--- src/rtl/key_press_reader.sv ---
// Push-button reader: sync, debounce, press/release/long strobes, toggle.
// Define AUTO_REPEAT_EN to re-fire PRESS_PULSE periodically while long-held.
module key_press_reader #(
  parameter int DEBOUNCE_CYCLES = 1000000,
  parameter int LONG_CYCLES     = 50000000,
  parameter int REPEAT_CYCLES   = 12500000,
  parameter int CNT_W           = 33
) (
  input  logic CLOCK_50,
  input  logic RESET_N,
  input  logic KEY,
  output logic PRESSED,
  output logic PRESS_PULSE,
  output logic RELEASE_PULSE,
  output logic LONG_PULSE,
  output logic TOGGLE
);

  typedef enum logic [2:0] {
    IDLE,
    DEB_PRESS,
    HELD,
    LONG,
    DEB_REL
  } state_e;

  localparam logic [CNT_W-1:0] DEB_END =
    CNT_W'(DEBOUNCE_CYCLES - 1);
  localparam logic [CNT_W-1:0] LONG_END =
    CNT_W'(LONG_CYCLES - 1);
`ifdef AUTO_REPEAT_EN
  localparam logic [CNT_W-1:0] REP_END =
    CNT_W'(REPEAT_CYCLES - 1);
`endif

  if (DEBOUNCE_CYCLES < 2 ||
      LONG_CYCLES <= DEBOUNCE_CYCLES ||
      REPEAT_CYCLES < 1) begin : g_bad_cfg
    $error("key_press_reader: bad cycle parameters");
  end

  logic [1:0]       sync_q;
  state_e           state_q, state_d;
  logic [CNT_W-1:0] cnt_q, cnt_d;
  logic             long_q, long_d;
  logic             pressed_q, pressed_d;
  logic             toggle_q, toggle_d;
  logic             press_q, press_d;
  logic             rel_q, rel_d;
  logic             lp_q, lp_d;
  logic             k_s;

  // Reset loads "released" so a key held through reset is re-debounced.
  always_ff @(posedge CLOCK_50 or negedge RESET_N) begin
    if (!RESET_N) begin
      sync_q    <= 2'b11;
      state_q   <= IDLE;
      cnt_q     <= '0;
      long_q    <= 1'b0;
      pressed_q <= 1'b0;
      toggle_q  <= 1'b0;
      press_q   <= 1'b0;
      rel_q     <= 1'b0;
      lp_q      <= 1'b0;
    end else begin
      sync_q    <= {sync_q[0], KEY};
      state_q   <= state_d;
      cnt_q     <= cnt_d;
      long_q    <= long_d;
      pressed_q <= pressed_d;
      toggle_q  <= toggle_d;
      press_q   <= press_d;
      rel_q     <= rel_d;
      lp_q      <= lp_d;
    end
  end

  assign k_s = ~sync_q[1];

  always_comb begin
    state_d   = state_q;
    cnt_d     = cnt_q;
    long_d    = long_q;
    pressed_d = pressed_q;
    toggle_d  = toggle_q;
    press_d   = 1'b0;
    rel_d     = 1'b0;
    lp_d      = 1'b0;
    unique case (state_q)
      IDLE: begin
        cnt_d = '0;
        if (k_s) state_d = DEB_PRESS;
      end
      DEB_PRESS: begin
        if (!k_s) begin
          state_d = IDLE;
          cnt_d   = '0;
        end else if (cnt_q == DEB_END) begin
          state_d   = HELD;
          press_d   = 1'b1;
          pressed_d = 1'b1;
          cnt_d     = '0;
        end else begin
          cnt_d = cnt_q + 1'b1;
        end
      end
      HELD: begin
        if (!k_s) begin
          state_d = DEB_REL;
          cnt_d   = '0;
        end else if (cnt_q == LONG_END) begin
          state_d = LONG;
          lp_d    = 1'b1;
          long_d  = 1'b1;
          cnt_d   = '0;
        end else begin
          cnt_d = cnt_q + 1'b1;
        end
      end
      LONG: begin
        if (!k_s) begin
          state_d = DEB_REL;
          cnt_d   = '0;
        end
`ifdef AUTO_REPEAT_EN
        else if (cnt_q == REP_END) begin
          press_d = 1'b1;
          cnt_d   = '0;
        end else begin
          cnt_d = cnt_q + 1'b1;
        end
`endif
      end
      DEB_REL: begin
        if (k_s) begin
          state_d = long_q ? LONG : HELD;
          cnt_d   = '0;
        end else if (cnt_q == DEB_END) begin
          state_d   = IDLE;
          pressed_d = 1'b0;
          rel_d     = 1'b1;
          if (!long_q) toggle_d = ~toggle_q;
          long_d    = 1'b0;
          cnt_d     = '0;
        end else begin
          cnt_d = cnt_q + 1'b1;
        end
      end
      default: begin
        state_d = IDLE;
        cnt_d   = '0;
      end
    endcase
  end

  assign PRESSED       = pressed_q;
  assign PRESS_PULSE   = press_q;
  assign RELEASE_PULSE = rel_q;
  assign LONG_PULSE    = lp_q;
  assign TOGGLE        = toggle_q;

endmodule
--- config.mk ---
export PLATFORM = sky130hd
export DESIGN_NAME = key_press_reader
export DESIGN_NICKNAME = d
export VERILOG_FILES = /design/src/rtl/key_press_reader.sv
export SDC_FILE = /design/constraint.sdc
export NUM_CORES = 1
export LEC_CHECK = 0
export CELL_PAD_IN_SITES_DETAIL_PLACEMENT = 1
export CELL_PAD_IN_SITES_GLOBAL_PLACEMENT = 2
export CORE_ASPECT_RATIO = 0.75
export CORE_UTILIZATION = 38
export CTS_CLUSTER_DIAMETER = 100
export CTS_CLUSTER_SIZE = 28
export DETAILED_ROUTE_END_ITERATION = 16
export HOLD_SLACK_MARGIN = 0.15
export PLACE_DENSITY_LB_ADDON = 0.15
export SLEW_MARGIN = 40
export SYNTH_ARGS = -nofsm -noshare
export SYNTH_HDL_FRONTEND = slang
export SYNTH_SLANG_ARGS = --single-unit
--- constraint.sdc ---
create_clock -name CLOCK_50 -period 2.4 [get_ports CLOCK_50]
set_input_delay 0.36 -clock CLOCK_50 [delete_from_list [all_inputs] [get_ports CLOCK_50]]
set_output_delay 0.36 -clock CLOCK_50 [all_outputs]
set_load 0.02 [all_outputs]
==> impl_metrics.ini <==
[cts]
cts.clk_slew.worst_paths_ns = 0.10
cts_buffers = 5
cts_setup_buffers = 0
cts_tree = done
cts.sinks = 44
cts.path.max_buffers = 2
root_buffer = clkbuf_8
htreeDepth = 2
clkLatencyLatePin_ns = 0.31

[synthesis]
synth_ff_type = dfrtp_1
synth_area_leaders = dfrtp_1 (37%), nand2_1 (5.6%), nand4_1 (3.5%)
synth-compound-area-share_pct = 19.0
synthXorXnorAreaFrac_pct = 1.85
synth_nets = 333
synth-adder-area-share_pct = 0.441
synth_top_cell_area_share_pct = 37.1
yosysWarningCount = 0
avgSynthCellArea_um2 = 8.62
syn_inst = 329
muxShareOfSynthArea_pct = 0
synth_edf_count = 0
synth_cell_types = 54
synthArstFlopShare_pct = 100
syn_area_um2 = 2840
seq_area_frac_synth_pct = 38.9
synth_top_family_by_area = simple AND/OR/NAND/NOR gates
yosys.area.top_type = dfrtp_1
ys_ff_latch = 44
synthSimpleGateAreaFrac_pct = 32.2

[sta]
setup_violations = 0
grt_setup_unrepaired = false
postLayoutSetupSlackWorst_ns = 0.122
final-max-slew-violation-count = 0
worst_pin_slew_ns = 0.690
clock_skew_ns = 0.00851
fin_crit_sh_pct = 94.9
slew_headroom_pct = 53.8
timing.fmax_mhz = 439
hold_viol = 0
tns_ns = 0
period_minus_slack_ns = 2.28

[worst_setup_path]
cp-start-kind = register
required_ns = 2.60
path_max_fanout = 5
end_kind = register
worstSetupPathType = register to register
worstPathArrival_ns = 2.47

[global_route]
gr-usage-all-layers_pct = 24.2
gr-usage-met2_pct = 35.7
met1_usage_pct = 36.7
grt_overflow = 0
grt_max_degree = 45
antenna_found_initial = 0
grt_pass1_wl_mm = 14.5
grt_use_met3_pct = 3.46
grt.busiest_layer = met1
grt_pass1_vias = 2696

[power_and_ir_drop]
leakagePower_nw = 1.25
power_density_nw_per_um2 = 433
power.total_mw = 1.40
irDropWorstVdd_uv = 248

[drt]
detail-route-antenna-nets = 0
vias = 2666
wl_per_cell_um = 19.6
route.detailed.drc = 0
routed_via_density = 5.96
drtPass1Iterations = 4
drtIter0Drc = 121
wl_mm = 8.74

[floorplan]
core_region_area_um2 = 7030
dieWidth_um = 102
initial_utilization_pct = 40.4
die_y_um = 76.8
dieArea_um2 = 7820
num_rows = 26
ios = 8

[cells_and_area]
post_layout_nonfiller_instances = 447
utilization_pct = 46.2
fin_nets = 352
syn_to_final_growth_pct = 14.3
antennaDiodeCount = 0
fill_cells = 847
drive_gt1_share_pct = 16.3

[placed_design]
place_ws_ns = 0.0383
dp_hpwl_mm = 6.44
place_congestion = 0.823
place_inst = 438
portBuffers = 7

[worst_hold_path]
hold_path.class = register to register

[run]
drv_cap = 0

[outcome]
outcome = finished, final reports clean
-- timing repair --
item,CTS,global route
hold buffers,1,0
hold endpoints to repair,42,0
gates resized for setup,0,1
endpoints found under the setup margin,0,26
-- routing by layer --
metal / share of wire [%] / wire length, um / vias to the layer above
met5: 0 / 0 / -
met3: 2.1 / 186 / 9
met1: 53 / 4630 / 1352
met2: 44 / 3830 / 47
met4: 1.1 / 92 / 0
li1: - / - / 1258
-- layout by cell type, fill, tap and decap left out, drive strengths merged, types with 3 or more instances in the layout --
cell type	n
a21oi	9
a22oi	3
a31oi	3
and2	3
and3	6
and4	5
buf	30
clkbuf	5
clkdlybuf4s50	6
dfrtp	42
inv	15
nand2	42
nand3	18
nand4	17
nor2	18
nor2b	5
nor3	16
nor4	12
o211ai	18
o21ai	22
o22ai	10
or3	3
xor2	4
-- cells in the mapped netlist, types with 6 or more instances --
cell type,n
nand4_1,16
buf_6,8
clkbuf_1,12
nor4_1,10
nand2_1,42
dfrtp_1,42
a21oi_1,9
and3_1,6
o21ai_0,12
nor3_1,16
o211ai_1,13
inv_1,15
o22ai_1,10
o21ai_1,10
nor2_1,17
nand3_1,18
-- worst max-delay path, stage by stage, from the launching register on --
cell,delay (ns)
dfrtp_1,0.42
ha_1,0.25
nand4_1,0.27
nor4_2,0.47
nand4_1,0.19
or3_1,0.33
a22oi_1,0.24
-- final timing paths --
path,end,slack (ns),from,cells past startpoint
max in group asynchronous,sync_q[0],1.56,RESET_N,3
worst max register to register,cnt_q[30],0.12,cnt_q[0],6
worst max-delay path,cnt_q[30],0.12,cnt_q[0],6
min in group asynchronous,cnt_q[2],0.56,RESET_N,3
worst min-delay path,sync_q[1],0.35,sync_q[0],0
worst min register to register,sync_q[1],0.35,sync_q[0],0
-- registers in the layout, indices dropped and copies added, names as in the netlist --
| name | count |
|---|---|
| cnt_q | 33 |
| LONG_PULSE | 1 |
| PRESS_PULSE | 1 |
| sync_q | 2 |
| TOGGLE | 1 |
| RELEASE_PULSE | 1 |
| PRESSED | 1 |
| long_q | 1 |
| state_q | 3 |
-- cell families (layout without fill, tap and decap cells) --
logic type                 Yosys count  after routing
AOI/OAI and AO/OA                   77             77
and+or+nand+nor                    161            161
DFF                                 44             44
xor gates and xnor gates             6              6
buffers and inverters               40             60
adders and majority gates            1              1
-- power breakdown --
group / internal (mW) / leakage [nW] / switching, mW / total [mW]
registers: 0.756 / 0.605 / 0.0155 / 0.771
clock network: 0.207 / 0.0404 / 0.307 / 0.515
logic: 0.0466 / 0.608 / 0.0704 / 0.117
-- layout make-up --
cell class / count / area (um^2) / share of cell area [%]
Multi-Input combinational cell: 245 / 1540 / 47.4
Sequential cell: 44 / 1100 / 34.0
Timing Repair Buffer: 37 / 330 / 10.2
Tap cell: 98 / 123 / 3.78
Clock buffer: 5 / 68.8 / 2.12
Inverter: 15 / 56.3 / 1.74
Clock inverter: 3 / 23.8 / 0.733
-- through the flow --
stage | area (um^2) | hold WS [ns]
after global placement | 3130 | 0.345
final | 3240 | 0.353
after global routing | 3240 | 0.356
after floorplan | 2840 | 0.0644
after CTS | 3240 | 0.356
after detailed placement | 3130 | 0.349
Note: power is estimated with default switching activity, not from simulation.
